<file path="config.mk">
export PLATFORM = sky130hd
export DESIGN_NAME = iht_inv
export DESIGN_NICKNAME = d
export VERILOG_FILES = /design/src/rtl/ht_pkg.sv /design/src/rtl/iht_butterfly.sv /design/src/rtl/iht_inv.sv
export SDC_FILE = /design/constraint.sdc
export NUM_CORES = 1
export LEC_CHECK = 0
export CAP_MARGIN = 20
export CORE_MARGIN = 3
export CORE_UTILIZATION = 35
export CTS_CLUSTER_SIZE = 40
export DETAILED_ROUTE_END_ITERATION = 8
export HOLD_SLACK_MARGIN = 0.03
export PLACE_DENSITY = 0.62
export SLEW_MARGIN = 10
export SYNTH_ARGS = -nofsm -noshare
export SYNTH_HDL_FRONTEND = slang
export SYNTH_SLANG_ARGS = --single-unit
</file>
<file path="constraint.sdc">
create_clock -name clk -period 6.3 [get_ports clk]
set_input_delay 1.26 -clock clk [delete_from_list [all_inputs] [get_ports clk]]
set_output_delay 1.26 -clock clk [all_outputs]
set_load 0.005 [all_outputs]
</file>
<file path="src/rtl/ht_pkg.sv">
// Shared definitions for the integer Haar transform pair (ht / iht_inv).
// Holds the controller state encoding and stage-counter sizing.
package ht_pkg;

    typedef enum logic [1:0] {
        IDLE,
        RUN,
        DONE
    } state_t;

    function automatic int cnt_w(input int iw);
        return (iw > 1) ? $clog2(iw) : 1;
    endfunction

endpackage

</file>
<file path="src/rtl/iht_butterfly.sv">
// One inverse lifting step: recovers the sample pair (a, b)
// from a smooth/detail pair (s, d), modulo 2**width.
module iht_butterfly #(
    parameter int width = 8
) (
    input  logic [width-1:0] s,
    input  logic [width-1:0] d,
    output logic [width-1:0] a,
    output logic [width-1:0] b
);

    logic [width-1:0] d_half;

    assign d_half = $unsigned($signed(d) >>> 1);
    assign b      = s - d_half;
    assign a      = d + b;

endmodule

</file>
<file path="src/rtl/iht_inv.sv">
// Iterative inverse integer Haar transform, one lifting stage per
// clock, from Mallat-ordered coefficients back to samples.
module iht_inv
    import ht_pkg::*;
#(
    parameter int index       = 8,
    parameter int width       = 8,
    parameter int index_width = 3
) (
    input  logic             clk,
    input  logic             rst,
    input  logic             start,
    input  logic [width-1:0] indata  [0:index-1],
    output logic [width-1:0] outdata [0:index-1],
    output logic             busy,
    output logic             over
);

    localparam int HALF = index / 2;
    localparam int CW   = cnt_w(index_width);
    localparam logic [CW-1:0] LAST = CW'(index_width - 1);

    state_t           state;
    logic [CW-1:0]    cnt;
    logic [width-1:0] wrk  [0:index-1];
    logic [width-1:0] nxt  [0:index-1];
    logic [width-1:0] s_in [0:HALF-1];
    logic [width-1:0] d_in [0:HALF-1];
    logic [width-1:0] a_o  [0:HALF-1];
    logic [width-1:0] b_o  [0:HALF-1];

    for (genvar g = 0; g < HALF; g++) begin : g_bfly
        iht_butterfly #(.width(width)) u_bfly (
            .s(s_in[g]),
            .d(d_in[g]),
            .a(a_o[g]),
            .b(b_o[g])
        );
    end

    // Stage cnt works on L = 2 << cnt; pairs are (i, i + L/2).
    always_comb begin
        for (int i = 0; i < HALF; i++) begin
            s_in[i] = wrk[i];
            d_in[i] = wrk[i+HALF];
        end
        for (int k = 0; k < index_width; k++) begin
            if (cnt == CW'(k)) begin
                for (int i = 0; i < (1 << k); i++) begin
                    s_in[i] = wrk[i];
                    d_in[i] = wrk[i+(1<<k)];
                end
            end
        end
    end

    always_comb begin
        nxt = wrk;
        for (int k = 0; k < index_width; k++) begin
            if (cnt == CW'(k)) begin
                for (int i = 0; i < (1 << k); i++) begin
                    nxt[2*i]   = a_o[i];
                    nxt[2*i+1] = b_o[i];
                end
            end
        end
    end

    always_ff @(posedge clk) begin
        if (rst) begin
            state <= IDLE;
            cnt   <= '0;
            busy  <= 1'b0;
            over  <= 1'b0;
            for (int i = 0; i < index; i++) begin
                wrk[i]     <= '0;
                outdata[i] <= '0;
            end
        end else begin
            unique case (state)
                IDLE: begin
                    over <= 1'b0;
                    if (start) begin
                        wrk   <= indata;
                        cnt   <= '0;
                        busy  <= 1'b1;
                        state <= RUN;
                    end
                end
                RUN: begin
                    wrk <= nxt;
                    if (cnt == LAST) begin
                        outdata <= nxt;
                        cnt     <= '0;
                        busy    <= 1'b0;
                        over    <= 1'b1;
                        state   <= DONE;
                    end else begin
                        cnt <= cnt + 1'b1;
                    end
                end
                DONE: begin
                    over  <= 1'b0;
                    state <= IDLE;
                end
                default: state <= IDLE;
            endcase
        end
    end

endmodule

</file>
==> impl_metrics.csv, run 1 <==
group,metric,value,unit
layout,flow.area_growth_from_synthesis,26.61,%
critical_path,worst_ep_arrival_time,5.02,ns
layout,final-instance-count-excl-fill,1402,
placed_design,gp_congestion,0.9031,
yosys,ys.warnings.count,0,
grt,grt_overflow_total,0,
critical_path,worst_r2r_endpoint,"s_in[31]",
detailed_routing,dr.pass1.iters,5,
yosys,synth_top_family_by_area,"compound AO/OA/AOI/OAI gates",
hold_path,hold_end,"outdata[14]",
sta,finalSetupViolations,0,
floorplanning,die_x,157.4,um
yosys,synth_xor_xnor_area_share,5.446,%
critical_path,critPathKind,"flip-flop to flip-flop",
power_and_ir_drop,leakagePower,3.991,nW
clock_tree,cts_root_buf,"sky130_fd_sc_hd__clkbuf_16",
grt,grtUsageTotal,21.84,%
critical_path,r2r_setup_slack,1.55,ns
sta,rsz0062_at_grt,"false",
detailed_routing,remaining_drc_errors,0,
sta,timing.final.hold_violations,0,
clock_tree,worstSkewPairLatency,0.43,ns
power_and_ir_drop,comb_power_share,43.7,%
power_and_ir_drop,seq_power_share,27.8,%
yosys,yosys_most_used_dff,"sky130_fd_sc_hd__dfxtp_1",
clock_tree,cts_num_sinks,134,
floorplanning,placement_rows,54,
status,status,"completed",
placed_design,io_buffers,132,
layout,diodes,0,
critical_path,r2r-start,"cnt[0]",
sta,final_period_minus_worst_setup_slack,4.754,ns
yosys,postSynthCellCount,1009,
hold_path,timing.hold.worst.class,"flip-flop to flip-flop",
layout,drive_gt1_share,5.704,%
grt,grt_start_max_net_pins,92,
clock_tree,postCtsHoldBufs,0,
hold_path,number_of_stages_on_the_worst_hold_path,2,
floorplanning,placeableCoreArea,22160,um2
critical_path,timing.critical_path.from_type,"flip-flop",
sta,timing.final.max_slew_violations,0,
yosys,synth.ff_latch_count,134,
yosys,synth_cell_type_count,64,
clock_tree,cts.clk_slew.worst_paths,0.06,ns
sta,setup-tns-final,0,ns
critical_path,r2r_cells,18,
detailed_routing,route.vias.total,7595,
yosys,synth_nets,1134,
clock_tree,clk_path_buf_depth,2,
yosys,synthSimpleGateAreaFrac,16.34,%
yosys,synth_enable_flop_cells,0,
yosys,compound_gate_portion_of_the_synthesized_area,25.05,%
layout,final_common_cell,"sky130_fd_sc_hd__dfxtp_1",
power_and_ir_drop,power.density,358.7,nW/um2
yosys,synth_async_sr_flop_share,0,%
placed_design,placedCellCount,1370,
floorplanning,io_pins,133,
layout,final_core_util,45.81,%
placed_design,dp_hpwl,19.55,mm
sta,skew,0.01205,ns
detailed_routing,detail_route.wl_per_cell,19.08,um
power_and_ir_drop,vdd_ir_drop_max,0.1938,mV
grt,antenna_found_initial,0,
detailed_routing,initial_detailed_routing_violation_count,676,
yosys,post_synth_fa_ha_maj_area_fraction,10.25,%
sta,min_period_over_period,75.46,%
yosys,synth.mux.area_fraction,3.293,%
power_and_ir_drop,power.switching_fraction,39.59,%
layout,layout_common_cells,"sky130_fd_sc_hd__dfxtp_1, sky130_fd_sc_hd__clkdlybuf4s50_1, sky130_fd_sc_hd__nor2_1, sky130_fd_sc_hd__nand2_1, sky130_fd_sc_hd__a21oi_1",
sta,fmaxAchievable,210.4,MHz
clock_tree,cts_inserted_buffers,17,
run,maxCapViolations,0,
clock_tree,tritoncts,"done",
power_and_ir_drop,p_clk_share,28.4,%
layout,nets,1234,
sta,worst-slew-pin-transition,1.040,ns
hold_path,min_from,"outdata[14]",
clock_tree,cts_post_setup_buffers_inserted,0,
grt,first_global_vias,7350,
critical_path,crit_path_end_kind,"flip-flop",
power_and_ir_drop,netsw,1.441,mW
clock_tree,number_of_h_tree_levels,4,
floorplanning,die-area,24760,um2
yosys,syn_area,8018,um2
yosys,synth-seq-area-share,33.46,%
critical_path,path_max_fanout,17,
detailed_routing,antenna_left,0,
floorplanning,starting_density,36.18,%
grt,grt_first_pass_wirelength,41.97,mm
clock_tree,postCtsResizedCells,0,
yosys,syn_area_per_cell,7.946,um2
detailed_routing,totalWireLength,26.75,mm
detailed_routing,post_drt_via_cell_ratio,5.417,
power_and_ir_drop,power.internal,2.200,mW
sta,slew_headroom,30.66,%
critical_path,worst-endpoint-required,6.56,ns
floorplanning,die-height,157.4,um
state kept, by name (all words and copies together), names as in the netlist:
name,count
wrk,32
state,2
cnt,2
busy,1
s_in,32
outdata,64
over,1
stage by stage:
stage	setup slack (ns)	total power [mW]	hold slack [ns]	cell area, um2
after floorplan	2.056	2.155	0.4483	8018
after global placement	1.764	2.582	0.4403	9548
after detailed placement	1.616	2.590	0.4481	9548
after CTS	1.594	3.634	0.4571	10150
after global routing	1.158	3.867	0.4763	10150
final	1.546	3.641	0.4535	10150
power by group through the flow:
stage / registers (mW) / logic (mW) / clock network (mW)
after CTS: 1.01 / 1.57 / 1.05
after global placement: 1.03 / 1.55 / 0
final: 1.01 / 1.59 / 1.03
after global routing: 1.02 / 1.76 / 1.08
after floorplan: 0.980 / 1.18 / 0
after detailed placement: 1.03 / 1.56 / 0
cell families (layout without fill, tap and decap cells):
family	after synthesis	in the layout
AO/OA/AOI/OAI	305	305
XOR/XNOR	45	45
adder cells (fa/ha/maj)	62	62
buffers and inverters	129	242
flip-flops	134	134
multiplexers	24	24
AND/OR/NAND/NOR	310	310
cells in the mapped netlist, drive strengths merged (5+ instances only):
| master | n | area [um2] |
|---|---|---|
| o21a | 5 | 37.54 |
| or2 | 5 | 31.28 |
| a21oi | 87 | 435.4 |
| fa | 7 | 140.1 |
| dfxtp | 134 | 2683 |
| xnor2 | 37 | 324.1 |
| a21boi | 7 | 52.55 |
| nor2b | 9 | 56.30 |
| o22ai | 38 | 237.7 |
| o21ai | 44 | 224.0 |
| mux2i | 21 | 222.7 |
| o21bai | 9 | 67.56 |
| and2 | 5 | 31.28 |
| inv | 69 | 259.0 |
| nand3 | 5 | 25.02 |
| nor2 | 124 | 465.5 |
| a221oi | 15 | 131.4 |
| a31oi | 5 | 31.28 |
| xor2 | 5 | 43.79 |
| clkbuf | 52 | 195.2 |
| nand2 | 123 | 461.7 |
| nor3 | 14 | 70.07 |
| or3 | 6 | 37.54 |
| a211oi | 60 | 460.4 |
| buf | 8 | 40.04 |
| a21o | 8 | 60.06 |
| ha | 51 | 638.1 |
worst max-delay path by stage:
| stage | from | endpoint | slack (ns) |
|---|---|---|---|
| CTS | cnt[0] | s_in[31] | 1.59 |
| global placement | cnt[1] | s_in[14] | 1.76 |
| detailed placement | cnt[0] | s_in[31] | 1.62 |
| global route | cnt[1] | s_in[14] | 1.16 |
| finish | cnt[0] | s_in[31] | 1.55 |
| floorplan | cnt[0] | s_in[31] | 2.06 |
layout make-up:
cell class / instances / area (um2)
clock inverters: 14 / 163.9
repair buffers: 141 / 1386
inverters: 69 / 259.0
fillers: 2227 / 12010
clock buffers: 18 / 439.2
flip-flops and latches: 134 / 2683
well taps: 280 / 350.3
multi-input cells: 746 / 4870
layer usage:
| layer | GRT usage (%) | part of all wire [%] |
|---|---|---|
| met1 | 32.30 | 50 |
| met2 | 31.42 | 41 |
| met3 | 5.307 | 7.6 |
| met4 | 6.281 | 1.7 |
| met5 | 0 | 0 |
worst max-delay path: stages, from the launching register on:
cell                        delay (ns)
sky130_fd_sc_hd__dfxtp_1          0.78
sky130_fd_sc_hd__mux2i_1          0.15
sky130_fd_sc_hd__o21ai_0          0.35
sky130_fd_sc_hd__ha_1             0.22
sky130_fd_sc_hd__inv_1            0.06
sky130_fd_sc_hd__ha_1             0.22
sky130_fd_sc_hd__inv_1            0.08
sky130_fd_sc_hd__o311ai_1         0.10
sky130_fd_sc_hd__maj3_2           0.33
sky130_fd_sc_hd__a21o_1           0.24
sky130_fd_sc_hd__maj3_1           0.36
sky130_fd_sc_hd__a21oi_1          0.19
sky130_fd_sc_hd__xnor2_1          0.11
sky130_fd_sc_hd__ha_1             0.22
sky130_fd_sc_hd__or2_2            0.31
sky130_fd_sc_hd__a211o_1          0.27
sky130_fd_sc_hd__o221ai_4         0.24
sky130_fd_sc_hd__mux2i_1          0.22
sky130_fd_sc_hd__o2111ai_1        0.13
(Power assumes the default switching activity.)
==> inputs of run 2 (changes only) <==
==> constraint.sdc (replaced) <==
create_clock -name clk -period 4.4 [get_ports clk]
set_input_delay 0.88 -clock clk [delete_from_list [all_inputs] [get_ports clk]]
set_output_delay 0.88 -clock clk [all_outputs]
set_load 0.005 [all_outputs]
==> run 2 against run 1 <==
- maximum frequency is 16% higher
- first-iteration DRC count is 4.9% higher
- combinational power is 46% higher
- power is 45% higher
- register-to-register slack worse by 1.2 ns
- die area stayed put
- sequential share of layout area is 0.25 points lower
- critical path depth is 1 lower
- clock power is 47% higher
- clock skew is 0.0041 ns lower
- final area is 1.0% higher
- non-clock buffer count is 10 higher
- critical path type unchanged
- largest cell class unchanged
- largest power group unchanged
- highest routed layer unchanged
==> impl_metrics.csv, run 2 (synthesis gave the netlist of run 1 again) <==
group,metric,value,unit
status,status,"completed",
critical_path,r2r_cells,17,
critical_path,timing.critical_path.from_type,"flip-flop",
grt,grt_first_pass_wirelength,41.28,mm
sta,fmaxAchievable,244.0,MHz
sta,worst-slew-pin-transition,0.8129,ns
sta,setup-tns-final,0,ns
placed_design,io_buffers,132,
layout,layout.filler_cells,2192,
detailed_routing,detail_route.wl_per_cell,18.70,um
critical_path,critical_path.slowest_cell,"sky130_fd_sc_hd__dfxtp_2",
detailed_routing,initial_detailed_routing_violation_count,709,
sta,post-route-worst-setup-slack,0.3017,ns
sta,finalSetupViolations,0,
clock_tree,cts_num_sinks,134,
sta,rsz0062_at_grt,"false",
floorplanning,io_pins,133,
critical_path,r2r-start,"cnt[0]",
critical_path,worstSetupPathDepth,17,
sta,final_period_minus_worst_setup_slack,4.098,ns
floorplanning,placeableCoreArea,22160,um2
critical_path,crit_end,"s_in[31]",
layout,nets,1244,
critical_path,worst-endpoint-required,4.68,ns
grt,antenna_found_initial,0,
sta,timing.final.hold_violations,0,
run,maxCapViolations,0,
detailed_routing,post_drt_via_cell_ratio,5.462,
layout,layout_common_cells,"sky130_fd_sc_hd__dfxtp_1, sky130_fd_sc_hd__clkdlybuf4s50_1, sky130_fd_sc_hd__nor2_1, sky130_fd_sc_hd__nand2_1, sky130_fd_sc_hd__a21oi_1",
critical_path,worst_r2r_endpoint,"s_in[31]",
layout,drive_gt1_share,6.625,%
critical_path,critPathKind,"flip-flop to flip-flop",
layout,registers.top_by_ff_count,"outdata",
critical_path,r2r_setup_slack,0.30,ns
placed_design,post-place-ws,0.1892,ns
sta,slew_headroom,45.81,%
sta,min_period_over_period,93.14,%
critical_path,path_max_fanout,5,
layout,final_common_cell,"sky130_fd_sc_hd__dfxtp_1",
power_and_ir_drop,leakagePower,4.052,nW
floorplanning,starting_density,36.18,%
grt,grtUsageTotal,21.44,%
floorplanning,placement_rows,54,
critical_path,number_of_buffers_and_inverters_on_the_critical_path,1,
grt,grt_start_max_net_pins,73,
placed_design,dp_hpwl,19.46,mm
clock_tree,cts_root_buf,"sky130_fd_sc_hd__clkbuf_16",
clock_tree,tritoncts,"done",
clock_tree,cts_post_setup_buffers_inserted,0,
clock_tree,number_of_h_tree_levels,4,
detailed_routing,antenna_left,0,
clock_tree,cts.clk_slew.worst_paths,0.06,ns
clock_tree,postCtsHoldBufs,0,
layout,largest_register_ff_count,64,
critical_path,cp-startpoint,"cnt[0]",
clock_tree,worstSkewPairLatency,0.42,ns
critical_path,worst_ep_arrival_time,4.38,ns
floorplanning,die-height,157.4,um
clock_tree,clk_path_buf_depth,2,
floorplanning,die-area,24760,um2
power_and_ir_drop,power.density,513.5,nW/um2
floorplanning,die_x,157.4,um
power_and_ir_drop,vdd_ir_drop_max,0.2270,mV
layout,diodes,0,
hold_path,number_of_stages_on_the_worst_hold_path,2,
layout,flow.area_growth_from_synthesis,27.89,%
clock_tree,cts_inserted_buffers,17,
detailed_routing,totalWireLength,26.41,mm
grt,grt_overflow_total,0,
critical_path,cp_cell_sequence,"mux2_4, mux2i_4, xnor2_1, ha_1, inv_1, o311ai_1, maj3_2, a21o_1, maj3_1, a21oi_1, xnor2_1, ha_1, or2_2, a211o_1, o221ai_4, mux2i_1, o2111ai_1",
critical_path,worst_path_largest_cell_delay,0.40,ns
sta,skew,0.007958,ns
placed_design,gp_congestion,0.9203,
detailed_routing,route.vias.total,7712,
grt,first_global_vias,7306,
detailed_routing,remaining_drc_errors,0,
hold_path,timing.hold.worst.class,"flip-flop to flip-flop",
detailed_routing,dr.pass1.iters,5,
sta,timing.final.max_slew_violations,0,
critical_path,crit_path_end_kind,"flip-flop",
critical_path,critical-path-top-delay-family,"compound AO/OA/AOI/OAI gates",
-- run 2: report_power, final --
group / switching (mW) / leakage [nW] / internal, mW
registers: 0.122 / 1.10 / 1.32
clock network: 0.596 / 0.291 / 0.915
logic: 1.32 / 2.66 / 0.999
total: 2.04 / 4.05 / 3.23
-- run 2: per-layer routing --
metal | vias to the layer above | part of all wire (%) | global-route usage, % | wire length [um]
met3 | 37 | 6.8 | 4.537 | 1807
li1 | 3783 | - | - | -
met2 | 264 | 42 | 30.48 | 10980
met1 | 3628 | 50 | 32.16 | 13130
met4 | 0 | 1.9 | 6.777 | 500
met5 | - | 0 | 0 | 0
-- run 2: per-stage QoR --
step | area, um2 | utilization [%] | std cells | power (mW) | hold slack, ns
after floorplan | 8018 | - | 1009 | 3.086 | 0.4483
after global placement | 9635 | 43.48 | 1380 | 3.730 | 0.4437
after detailed placement | 9635 | 43.48 | 1380 | 3.733 | 0.4485
after CTS | 10250 | 46.25 | 1412 | 5.263 | 0.4579
after global routing | 10250 | 46.27 | 1412 | 5.597 | 0.4720
final | 10250 | 46.27 | 1412 | 5.266 | 0.4541
-- run 2: worst min-delay path by stage --
stage	slack, ns	to	from
2_1_floorplan	0.45	outdata[49]	outdata[49]
3_3_place_gp	0.44	outdata[28]	outdata[28]
3_5_place_dp	0.45	outdata[1]	outdata[1]
4_1_cts	0.46	outdata[11]	outdata[11]
5_1_grt	0.47	outdata[1]	outdata[1]
6_report	0.45	outdata[4]	outdata[4]
-- run 2: worst min-delay path, delay by kind of cell (launching register included) --
kind               cells  cell delay (ns)
and+or+nand+nor        1             0.05
DFF                    1             0.31
AOI/OAI and AO/OA      1             0.05
-- run 2: area by class of cell --
| cell class | count | area, um2 | area share, % |
|---|---|---|---|
| clock buffer | 19 | 442.9 | 4.320 |
| sequential | 134 | 2684 | 26.17 |
| inverter | 69 | 259.0 | 2.526 |
| multi-input combinational | 746 | 4873 | 47.53 |
| timing repair buffer | 151 | 1474 | 14.37 |
| clock inverter | 13 | 170.2 | 1.660 |
| tap | 280 | 350.3 | 3.417 |
-- run 2: what timing repair did --
item / in CTS / in global routing
resized for setup: 0 / 3
endpoints found under the setup margin: 0 / 2
endpoints found under the hold margin: 0 / 0
==> inputs of run 3 (changes only) <==
--- a/config.mk
+++ b/config.mk
@@ -12,7 +12,6 @@
 export DETAILED_ROUTE_END_ITERATION = 8
 export HOLD_SLACK_MARGIN = 0.03
 export PLACE_DENSITY = 0.62
-export SLEW_MARGIN = 10
 export SYNTH_ARGS = -nofsm -noshare
 export SYNTH_HDL_FRONTEND = slang
 export SYNTH_SLANG_ARGS = --single-unit
==> results of run 3 <==
Final layout, timing and power as in run 2 (identical DEF).
